[src/rtl/pipe_ctrl_if.sv]
// pipe_ctrl_if -- hazard-control bundle between the 5-stage pipeline and
// pipe_ctrl.
//
// Contract: there is no valid/ready handshake on this bundle. The pipeline
// presents the stage fields every cycle as level signals. pipe_ctrl answers
// in the same cycle with stall/flush/forward controls that are sampled by the
// pipeline registers at the next rising clk edge. No backpressure exists
// beyond the stall outputs themselves.
//
// Modports:
//   master - pipeline side: drives stage fields, receives controls
//   slave  - pipe_ctrl side: receives stage fields, drives controls
interface pipe_ctrl_if;
    // decode stage
    logic [4:0] rs1_d;
    logic [4:0] rs2_d;
    // execute stage
    logic [4:0] rs1_e;
    logic [4:0] rs2_e;
    logic [4:0] rd_e;
    logic       regwrite_e;
    logic       memread_e;
    logic       branch_taken_e;
    logic       md_start_e;
    // memory / writeback stages
    logic [4:0] rd_m;
    logic       regwrite_m;
    logic [4:0] rd_w;
    logic       regwrite_w;
    // mul/div unit and trap logic
    logic       md_done;
    logic       trap_req;
    // controls back to the pipeline
    logic       stall_f;
    logic       stall_d;
    logic       stall_e;
    logic       flush_d;
    logic       flush_e;
    logic       flush_m;
    logic [1:0] fwd_a_e;
    logic [1:0] fwd_b_e;
    logic       md_busy;
    logic       md_abort;

    modport master (
        output rs1_d, rs2_d, rs1_e, rs2_e, rd_e, regwrite_e, memread_e,
               branch_taken_e, md_start_e, rd_m, regwrite_m, rd_w,
               regwrite_w, md_done, trap_req,
        input  stall_f, stall_d, stall_e, flush_d, flush_e, flush_m,
               fwd_a_e, fwd_b_e, md_busy, md_abort
    );

    modport slave (
        input  rs1_d, rs2_d, rs1_e, rs2_e, rd_e, regwrite_e, memread_e,
               branch_taken_e, md_start_e, rd_m, regwrite_m, rd_w,
               regwrite_w, md_done, trap_req,
        output stall_f, stall_d, stall_e, flush_d, flush_e, flush_m,
               fwd_a_e, fwd_b_e, md_busy, md_abort
    );
endinterface

[src/rtl/pipe_ctrl.sv]
// pipe_ctrl -- hazard unit for a 5-stage in-order pipeline.
// Resolves operand forwarding, load-use stalls, taken-branch flushes,
// multi-cycle mul/div stalls and trap flushes, and keeps two saturating
// performance counters.
//
// Ports:
//   clk        rising-edge clock
//   reset      synchronous, active-high
//   p          pipe_ctrl_if.slave: stage fields in, stall/flush/forward out
//   stall_cnt  cycles with stall_f=1 (saturating, CNT_W bits)
//   flush_cnt  cycles with flush_d=1 (saturating, FCNT_W bits)
//   state_dbg  current FSM state (0 = RUN, 1 = MD_WAIT)
module pipe_ctrl #(
    parameter int CNT_W  = 32,
    parameter int FCNT_W = 16
) (
    input  logic              clk,
    input  logic              reset,
    pipe_ctrl_if.slave        p,
    output logic [CNT_W-1:0]  stall_cnt,
    output logic [FCNT_W-1:0] flush_cnt,
    output logic              state_dbg
);

    typedef enum logic {
        RUN     = 1'b0,
        MD_WAIT = 1'b1
    } state_t;

    localparam logic [CNT_W-1:0]  STALL_ONE = {{(CNT_W-1){1'b0}}, 1'b1};
    localparam logic [FCNT_W-1:0] FLUSH_ONE = {{(FCNT_W-1){1'b0}}, 1'b1};

    state_t state;
    state_t state_nxt;
    logic   lu;
    logic   md_wait;

    // MEM result is younger than WB, so it wins; x0 never forwards.
    function automatic logic [1:0] fwd_sel(
        input logic [4:0] rs,
        input logic [4:0] rd_m,
        input logic       we_m,
        input logic [4:0] rd_w,
        input logic       we_w
    );
        if (we_m && rd_m != 5'd0 && rd_m == rs)
            return 2'b10;
        else if (we_w && rd_w != 5'd0 && rd_w == rs)
            return 2'b01;
        else
            return 2'b00;
    endfunction

    // Load-use only ever lasts one cycle: the stall holds ID while EX is
    // flushed, so the load has moved on to MEM by the next cycle.
    assign lu = p.memread_e && p.rd_e != 5'd0 &&
                (p.rd_e == p.rs1_d || p.rd_e == p.rs2_d);

    // A start and done in the same RUN cycle is a single-cycle op: no wait.
    assign md_wait = (state == RUN     && p.md_start_e && !p.md_done) ||
                     (state == MD_WAIT && !p.md_done);

    assign state_dbg = state;

    // ---------------- state register ----------------
    always_ff @(posedge clk) begin
        if (reset)
            state <= RUN;
        else
            state <= state_nxt;
    end

    // ---------------- next-state logic ----------------
    always_comb begin
        state_nxt = state;
        if (p.trap_req) begin
            state_nxt = RUN;
        end else if (state == RUN) begin
            // a taken branch outranks the mul/div wait and kills the op
            if (!p.branch_taken_e && md_wait)
                state_nxt = MD_WAIT;
        end else if (p.md_done) begin
            state_nxt = RUN;
        end
    end

    // ---------------- output logic ----------------
    always_comb begin
        p.stall_f  = 1'b0;
        p.stall_d  = 1'b0;
        p.stall_e  = 1'b0;
        p.flush_d  = 1'b0;
        p.flush_e  = 1'b0;
        p.flush_m  = 1'b0;
        p.md_abort = 1'b0;
        p.md_busy  = (state == MD_WAIT);
        p.fwd_a_e  = fwd_sel(p.rs1_e, p.rd_m, p.regwrite_m, p.rd_w, p.regwrite_w);
        p.fwd_b_e  = fwd_sel(p.rs2_e, p.rd_m, p.regwrite_m, p.rd_w, p.regwrite_w);

        if (reset) begin
            // load bubbles everywhere while reset is held
            p.flush_d = 1'b1;
            p.flush_e = 1'b1;
            p.flush_m = 1'b1;
            p.fwd_a_e = 2'b00;
            p.fwd_b_e = 2'b00;
        end else if (p.trap_req) begin
            p.flush_d  = 1'b1;
            p.flush_e  = 1'b1;
            p.flush_m  = 1'b1;
            p.md_abort = (state == MD_WAIT);
        end else if (p.branch_taken_e && state == RUN) begin
            p.flush_d = 1'b1;
            p.flush_e = 1'b1;
        end else if (md_wait) begin
            // freeze IF..EX and feed bubbles into MEM
            p.stall_f = 1'b1;
            p.stall_d = 1'b1;
            p.stall_e = 1'b1;
            p.flush_m = 1'b1;
        end else if (lu && state == RUN) begin
            // the MD_WAIT completion cycle releases the pipeline untouched
            p.stall_f = 1'b1;
            p.stall_d = 1'b1;
            p.flush_e = 1'b1;
        end
    end

    // ---------------- performance counters ----------------
    always_ff @(posedge clk) begin
        if (reset) begin
            stall_cnt <= '0;
            flush_cnt <= '0;
        end else begin
            if (p.stall_f && stall_cnt != '1)
                stall_cnt <= stall_cnt + STALL_ONE;
            if (p.flush_d && flush_cnt != '1)
                flush_cnt <= flush_cnt + FLUSH_ONE;
        end
    end

endmodule

[src/flat_wrapper.sv]
// flat-port wrapper written by rule: the top's interface ports become plain ports
module pipe_ctrl_flat 
#(
    parameter int CNT_W  = 32,
    parameter int FCNT_W = 16
)
  (clk, reset, stall_cnt, flush_cnt, state_dbg, p_rs1_d, p_rs2_d, p_rs1_e, p_rs2_e, p_rd_e, p_regwrite_e, p_memread_e, p_branch_taken_e, p_md_start_e, p_rd_m, p_regwrite_m, p_rd_w, p_regwrite_w, p_md_done, p_trap_req, p_stall_f, p_stall_d, p_stall_e, p_flush_d, p_flush_e, p_flush_m, p_fwd_a_e, p_fwd_b_e, p_md_busy, p_md_abort);
  pipe_ctrl_if p_i ();
  input  logic clk;
  input  logic reset;
  output logic [CNT_W-1:0] stall_cnt;
  output logic [FCNT_W-1:0] flush_cnt;
  output logic state_dbg;
  input wire logic [$bits(p_i.rs1_d)-1:0] p_rs1_d;
  input wire logic [$bits(p_i.rs2_d)-1:0] p_rs2_d;
  input wire logic [$bits(p_i.rs1_e)-1:0] p_rs1_e;
  input wire logic [$bits(p_i.rs2_e)-1:0] p_rs2_e;
  input wire logic [$bits(p_i.rd_e)-1:0] p_rd_e;
  input wire logic [$bits(p_i.regwrite_e)-1:0] p_regwrite_e;
  input wire logic [$bits(p_i.memread_e)-1:0] p_memread_e;
  input wire logic [$bits(p_i.branch_taken_e)-1:0] p_branch_taken_e;
  input wire logic [$bits(p_i.md_start_e)-1:0] p_md_start_e;
  input wire logic [$bits(p_i.rd_m)-1:0] p_rd_m;
  input wire logic [$bits(p_i.regwrite_m)-1:0] p_regwrite_m;
  input wire logic [$bits(p_i.rd_w)-1:0] p_rd_w;
  input wire logic [$bits(p_i.regwrite_w)-1:0] p_regwrite_w;
  input wire logic [$bits(p_i.md_done)-1:0] p_md_done;
  input wire logic [$bits(p_i.trap_req)-1:0] p_trap_req;
  output wire logic [$bits(p_i.stall_f)-1:0] p_stall_f;
  output wire logic [$bits(p_i.stall_d)-1:0] p_stall_d;
  output wire logic [$bits(p_i.stall_e)-1:0] p_stall_e;
  output wire logic [$bits(p_i.flush_d)-1:0] p_flush_d;
  output wire logic [$bits(p_i.flush_e)-1:0] p_flush_e;
  output wire logic [$bits(p_i.flush_m)-1:0] p_flush_m;
  output wire logic [$bits(p_i.fwd_a_e)-1:0] p_fwd_a_e;
  output wire logic [$bits(p_i.fwd_b_e)-1:0] p_fwd_b_e;
  output wire logic [$bits(p_i.md_busy)-1:0] p_md_busy;
  output wire logic [$bits(p_i.md_abort)-1:0] p_md_abort;
  assign p_i.rs1_d = p_rs1_d;
  assign p_i.rs2_d = p_rs2_d;
  assign p_i.rs1_e = p_rs1_e;
  assign p_i.rs2_e = p_rs2_e;
  assign p_i.rd_e = p_rd_e;
  assign p_i.regwrite_e = p_regwrite_e;
  assign p_i.memread_e = p_memread_e;
  assign p_i.branch_taken_e = p_branch_taken_e;
  assign p_i.md_start_e = p_md_start_e;
  assign p_i.rd_m = p_rd_m;
  assign p_i.regwrite_m = p_regwrite_m;
  assign p_i.rd_w = p_rd_w;
  assign p_i.regwrite_w = p_regwrite_w;
  assign p_i.md_done = p_md_done;
  assign p_i.trap_req = p_trap_req;
  assign p_stall_f = p_i.stall_f;
  assign p_stall_d = p_i.stall_d;
  assign p_stall_e = p_i.stall_e;
  assign p_flush_d = p_i.flush_d;
  assign p_flush_e = p_i.flush_e;
  assign p_flush_m = p_i.flush_m;
  assign p_fwd_a_e = p_i.fwd_a_e;
  assign p_fwd_b_e = p_i.fwd_b_e;
  assign p_md_busy = p_i.md_busy;
  assign p_md_abort = p_i.md_abort;
  pipe_ctrl #(.CNT_W(CNT_W), .FCNT_W(FCNT_W)) u_core (.clk(clk), .reset(reset), .p(p_i), .stall_cnt(stall_cnt), .flush_cnt(flush_cnt), .state_dbg(state_dbg));
endmodule
[config.mk]
export PLATFORM = sky130hd
export DESIGN_NAME = pipe_ctrl_flat
export DESIGN_NICKNAME = d
export VERILOG_FILES = /design/src/rtl/pipe_ctrl_if.sv /design/src/rtl/pipe_ctrl.sv /design/src/flat_wrapper.sv
export SDC_FILE = /design/constraint.sdc
export NUM_CORES = 1
export LEC_CHECK = 0
export BUFFER_PORTS_ARGS = -buffer_cell sky130_fd_sc_hd__clkbuf_2
export CAP_MARGIN = 20
export CORE_ASPECT_RATIO = 1.25
export CORE_UTILIZATION = 45
export CTS_CLUSTER_SIZE = 12
export DETAILED_ROUTE_END_ITERATION = 8
export GPL_ROUTABILITY_DRIVEN = 0
export PLACE_DENSITY = 0.76
export SYNTH_ARGS = -nofsm -noshare
export SYNTH_HDL_FRONTEND = slang
export SYNTH_SLANG_ARGS = --single-unit
[constraint.sdc]
create_clock -name clk -period 1.9 [get_ports clk]
set_input_delay 0.19 -clock clk [delete_from_list [all_inputs] [get_ports clk]]
set_output_delay 0.19 -clock clk [all_outputs]
set_load 0.005 [all_outputs]
==> flow_metrics.env, run 1 <==
export IMPL_status="complete, but fails checks"
export IMPL_violations="negative setup slack"
export IMPL_fp_dieW_um=74.8
export IMPL_synth_cell_type_count=52
export IMPL_synth_edf_count=0
export IMPL_insertion_delay_ps=300
export IMPL_final_max_slew_violation_count=0
export IMPL_dieArea_mm2=0.00695
export IMPL_nNetsFinal=574
export IMPL_ys_dominant_reg_cell="dfxtp_1"
export IMPL_htreeDepth=2
export IMPL_nFillCells=549
export IMPL_clkSinkCount=49
export IMPL_cts_buffer_depth=2
export IMPL_critPathRequiredTime_ps=2080
export IMPL_fin_crit_ps=1940
export IMPL_drt_wl_total_um=8040
export IMPL_setup_tns_ps=-62.0
export IMPL_vias=3278
export IMPL_rsz0062_at_grt="yes"
export IMPL_synthArstFlopShare_pct=0
export IMPL_grt_pass1_wl_um=12900
export IMPL_clk_pin_slew_worst_paths_ps=100
export IMPL_port_buffers=104
export IMPL_critPathKind="flip-flop to flip-flop"
export IMPL_drc=0
export IMPL_fin_crit_sh_pct=102
export IMPL_yosysWarnings=0
export IMPL_synth_fp_nets=414
export IMPL_crit_chain="ha_4 -> nand2_4 -> or4_4 -> o31ai_4 -> buf_4 -> or3_4 -> xor2_1 -> nor2_1"
export IMPL_avgSynthCellArea_um2=8.11
export IMPL_final_layout_size_suffix_gt1_share_pct=40.3
export IMPL_power_mw=2.10
export IMPL_core_area_mm2=0.00629
export IMPL_setup_viol=3
export IMPL_ir_drop_mv=0.353
export IMPL_yosysSeqAreaShare_pct=32.9
export IMPL_critical_path_max_stage_delay_ps=560
export IMPL_grt_max_degree=48
export IMPL_arrival_ps=2120
export IMPL_root_buffer="clkbuf_8"
export IMPL_drt_pass1_iterations=5
export IMPL_syn_to_final_growth_pct=41.4
export IMPL_io_pins=106
export IMPL_die_h_um=93.0
export IMPL_power_density_mw_per_mm2=498
export IMPL_antenna_found_initial=0
export IMPL_endpoint_kind="flip-flop"
export IMPL_synth_cell_area_mm2=0.00298
export IMPL_finalClockSkew_ps=11.2
export IMPL_drtAntennaViolNets=0
export IMPL_p_leak_nw=1.72
export IMPL_min_path_type="primary input to flip-flop"
export IMPL_dpl_hpwl_um=5990
export IMPL_rows=32
export IMPL_synthCells=367
export IMPL_cp_slowest_cell="or4_4"
export IMPL_gr_total_overflow=0
export IMPL_wire_per_inst_um=13.1
export IMPL_fin_area_mm2=0.00421
export IMPL_relSlewSlack_pct=65.6
export IMPL_grt_pass1_vias=3009
export IMPL_cts_hold_buf=0
export IMPL_drt_iter0_markers=229
export IMPL_cts_tree="done"
export IMPL_placed_area_mm2=0.00396
export IMPL_initial_core_util_pct=47.4
export IMPL_crit_fanout=2
export IMPL_ys_ff_latch=49
export IMPL_via_per_inst=5.35
export IMPL_setup_worst_path_start_class="flip-flop"
export IMPL_antenna_cells=0
export IMPL_drv_cap=0
export IMPL_grt_usage_pct=23.3
export IMPL_finalHoldViolations=0
export IMPL_cts_made_buffers=5
export IMPL_post_place_ws_ps=-13.4
export IMPL_worst_slack_ps=-36.2
export IMPL_fmax_mhz=516
export IMPL_worst_pin_slew_ps=516
export IMPL_holdWs_ps=199
cell usage after synthesis (9+ instances only):
| cell type | number | area share [%] |
|---|---|---|
| a21oi_1 | 28 | 4.7 |
| nor3_1 | 12 | 2.0 |
| nor2_1 | 31 | 3.9 |
| dfxtp_1 | 49 | 33 |
| xnor2_1 | 29 | 8.5 |
| xor2_1 | 13 | 3.8 |
| nand3_1 | 26 | 4.4 |
| o31ai_1 | 9 | 2.3 |
| inv_1 | 13 | 1.6 |
| or4_1 | 13 | 3.3 |
| or3_1 | 16 | 3.4 |
| o21ai_0 | 18 | 3.0 |
| nand2_1 | 25 | 3.2 |
| nand4_1 | 12 | 2.5 |
state kept, by name (all words and copies together) (netlist names):
register          cells
u_core.flush_cnt     16
u_core.p.md_busy      1
u_core.stall_cnt     32
where the power goes:
part,total (mW),switching (mW),internal (mW)
Clock,0.786,0.358,0.428
Combinational,0.268,0.135,0.133
Sequential,1.04,0.00805,1.03
worst max-delay path: cells and delay by family (launching register included):
| kind | cells | cell delay [ps] |
|---|---|---|
| xor gates and xnor gates | 1 | 130 |
| AOI/OAI and AO/OA | 1 | 260 |
| adders and majority gates | 1 | 150 |
| and+or+nand+nor | 4 | 770 |
| DFF | 1 | 360 |
| buffers and inverters | 1 | 150 |
final cells by class:
type,instances,area [µm²],share of cell area [%]
Multi-Input combinational cell,288,1910,45.5
Timing Repair Buffer,168,1020,24.2
Sequential cell,49,991,23.5
Tap cell,85,106,2.53
Clock buffer,6,82.6,1.96
Inverter,15,58.8,1.40
Clock inverter,2,37.5,0.891
stage by stage:
| stage | instances | util [%] |
|---|---|---|
| after floorplan | 367 | - |
| after global placement | 599 | 62.9 |
| after detailed placement | 599 | 62.9 |
| after CTS | 608 | 65.2 |
| after global routing | 613 | 67.0 |
| final | 613 | 67.0 |
cell usage in the layout (no fill, tap or decap), types with 6 or more instances in the layout:
| cell type | instances |
|---|---|
| nor3_1 | 11 |
| buf_4 | 61 |
| clkbuf_2 | 104 |
| clkbuf_8 | 6 |
| nand3_1 | 26 |
| xor2_1 | 13 |
| nand2_1 | 23 |
| o31ai_1 | 9 |
| inv_1 | 13 |
| nand4_1 | 12 |
| o21ai_0 | 17 |
| dfxtp_1 | 43 |
| xnor2_1 | 29 |
| or3_1 | 15 |
| nor2_1 | 29 |
| or4_1 | 10 |
| a21oi_1 | 27 |
final timing paths:
check,startpoint,slack (ps),depth (start not counted),end
setup / recovery,u_core.flush_cnt[1],-40,8,u_core.flush_cnt[4]
hold / removal,p_md_done,200,3,u_core.p.md_busy
setup reg to reg,u_core.flush_cnt[1],-40,8,u_core.flush_cnt[4]
hold reg to reg,u_core.stall_cnt[25],530,2,u_core.stall_cnt[25]
repair_timing:
action                     in CTS  in global routing
buffers inserted                1                  5
setup endpoints to repair       8                 43
gates resized for setup         5                 26
pin swaps                       0                  9
per-layer routing:
| layer | up-vias | part of all wire (%) | wire length (µm) | GRT usage [%] |
|---|---|---|---|---|
| met5 | - | 0 | 0 | 0 |
| met4 | 0 | 1.3 | 102 | 5.97 |
| met3 | 10 | 6.0 | 485 | 4.57 |
| met2 | 93 | 52 | 4190 | 42.9 |
| met1 | 1520 | 41 | 3260 | 26.6 |
| li1 | 1655 | - | - | - |
kinds of logic after synthesis:
group / count (synthesis) / synth area share, %
compound gates: 78 / 17.5
simple gates: 163 / 30.1
fa+ha+maj: 2 / 0.840
xor+xnor: 42 / 12.4
flops: 49 / 32.9
buf+inv: 30 / 5.25
mux: 3 / 1.01
No activity file was read; power rests on OpenSTA's default activity.
==> inputs of run 2 (changes only) <==
- SKIP_LAST_GASP: unset -> 1
- clock period: 1.9 -> 1.7 ns (I/O delays scaled with it)
==> run 2 against run 1 <==
Compared with the run above: the flow still finishes with violations (negative setup slack); clock-buffer cell count fell by 1; combinational power grew 42%; cell count up 9.0%; sequential share of layout area down 3.4 points; worst hold slack better by 120 ps; largest power group unchanged; highest routed layer unchanged.
==> flow_metrics.env, run 2 (synthesis results as in run 1) <==
export IMPL_port_buffers=104
export IMPL_cts_hold_buf=0
export IMPL_power_mw=2.21
export IMPL_htreeDepth=2
export IMPL_rsz0062_at_grt="yes"
export IMPL_setup_tns_ps=-7870
export IMPL_clockPowerShare_pct=30.2
export IMPL_fin_util_pct=80.7
export IMPL_most_common_layout_cells="100 x clkbuf_2, 99 x buf_4, 28 x xnor2_1"
export IMPL_drt_iter0_markers=215
export IMPL_drtAntennaViolNets=0
export IMPL_io_pins=106
export IMPL_clk_pin_slew_worst_paths_ps=90
export IMPL_violations="negative setup slack"
export IMPL_grt_pass1_wl_um=16500
export IMPL_p_comb_share_pct=17.2
export IMPL_final_common_cell="clkbuf_2"
export IMPL_fin_crit_ps=2040
export IMPL_setup_viol=48
export IMPL_p_seq_share_pct=52.6
export IMPL_p_leak_nw=2.08
export IMPL_rows=32
export IMPL_power_density_mw_per_mm2=436
export IMPL_insertion_delay_ps=310
export IMPL_via_per_inst=5.65
export IMPL_intPower_mw=1.62
export IMPL_holdWs_ps=314
export IMPL_regMostFlops="u_core.stall_cnt"
export IMPL_antenna_cells=0
export IMPL_crit_fanout=5
export IMPL_vias=3772
export IMPL_gr_total_overflow=0
export IMPL_fin_area_mm2=0.00507
export IMPL_drt_pass1_iterations=7
export IMPL_endpoint_kind="flip-flop"
export IMPL_nNetsFinal=631
export IMPL_placed_area_mm2=0.00437
export IMPL_grt_max_degree=36
export IMPL_cts_made_buffers=5
export IMPL_critPathRequiredTime_ps=1950
export IMPL_drc=0
export IMPL_grt_usage_pct=30.7
export IMPL_drv_cap=0
export IMPL_status="complete, but fails checks"
export IMPL_dpl_hpwl_um=6880
export IMPL_setup_worst_path_start_class="flip-flop"
export IMPL_largest_reg_flops=32
export IMPL_wire_per_inst_um=16.1
export IMPL_p_sw_mw=0.594
export IMPL_cts_tree="done"
export IMPL_dieArea_mm2=0.00695
export IMPL_worst_slack_ps=-338
export IMPL_finalClockSkew_ps=13.5
export IMPL_cts_buffer_depth=2
export IMPL_clkSinkCount=49
export IMPL_ir_drop_mv=0.320
export IMPL_fin_crit_sh_pct=120
export IMPL_arrival_ps=2290
export IMPL_final_layout_size_suffix_gt1_share_pct=56.9
export IMPL_core_area_mm2=0.00629
export IMPL_relSlewSlack_pct=71.1
export IMPL_nFillCells=415
export IMPL_critPathKind="flip-flop to flip-flop"
export IMPL_die_h_um=93.0
export IMPL_grt_pass1_vias=3657
export IMPL_syn_to_final_growth_pct=70.3
export IMPL_min_path_type="primary input to flip-flop"
export IMPL_worst_pin_slew_ps=433
export IMPL_finalHoldViolations=0
export IMPL_initial_core_util_pct=47.4
export IMPL_switching_share_pct=26.9
export IMPL_fmax_mhz=491
export IMPL_final_max_slew_violation_count=0
export IMPL_drt_wl_total_um=10700
export IMPL_fp_dieW_um=74.8
export IMPL_root_buffer="clkbuf_8"
export IMPL_antenna_found_initial=0
-- run 2: routing by layer --
metal	GRT usage, %	routed length (µm)	part of all wire, %	up-vias
met4	16.4	461	4.3	0
li1	-	-	-	1775
met2	54.7	5710	53	163
met1	34.6	4150	39	1789
met5	0	0	0	-
met3	3.37	422	3.9	45
-- run 2: area by class of cell --
cell class	instances	area, µm²	area share, %
Clock inverter	1	5.00	0.0987
Sequential cell	49	1020	20.1
Multi-Input combinational cell	288	2220	43.9
Tap cell	85	106	2.10
Inverter	15	58.8	1.16
Timing Repair Buffer	225	1590	31.3
Clock buffer	5	68.8	1.36
-- run 2: power groups by stage --
stage	logic [mW]	registers (mW)	clock network [mW]
floorplan	0.154	1.20	0
global placement	0.308	1.19	0
detailed placement	0.320	1.19	0
CTS	0.353	1.16	0.672
global route	0.412	1.16	0.725
finish	0.380	1.16	0.669
-- run 2: timing repair --
item | 4_1_cts | 5_1_grt
buffers inserted | 20 | 8
pin swaps | 40 | 46
gates cloned | 3 | 0
gates resized for setup | 49 | 51
endpoints found under the setup margin | 43 | 54
-- run 2: critical path, stage by stage, from the launching register on --
cell and delay [ps]:
dfxtp_2 380, nand4_1 210, nor4_4 430, buf_4 190
buf_6 120, nand2_2 60, or4_4 430, a21oi_2 150
-- run 2: metrics by stage --
step                      worst slack [ps]  cells
after floorplan                       -185    367
after global placement                -172    634
after detailed placement              -194    634
after CTS                             -173    663
after global routing                  -363    668
final                                 -338    668
-- run 2: path summary, 6_finish.rpt --
path	to	start	slack (ps)	cells after the start
worst max-delay path	u_core.stall_cnt[30]	u_core.stall_cnt[16]	-340	7
worst min-delay path	u_core.stall_cnt[21]	reset	310	3
worst max register to register	u_core.stall_cnt[30]	u_core.stall_cnt[16]	-340	7
worst min register to register	u_core.flush_cnt[7]	u_core.flush_cnt[7]	560	2
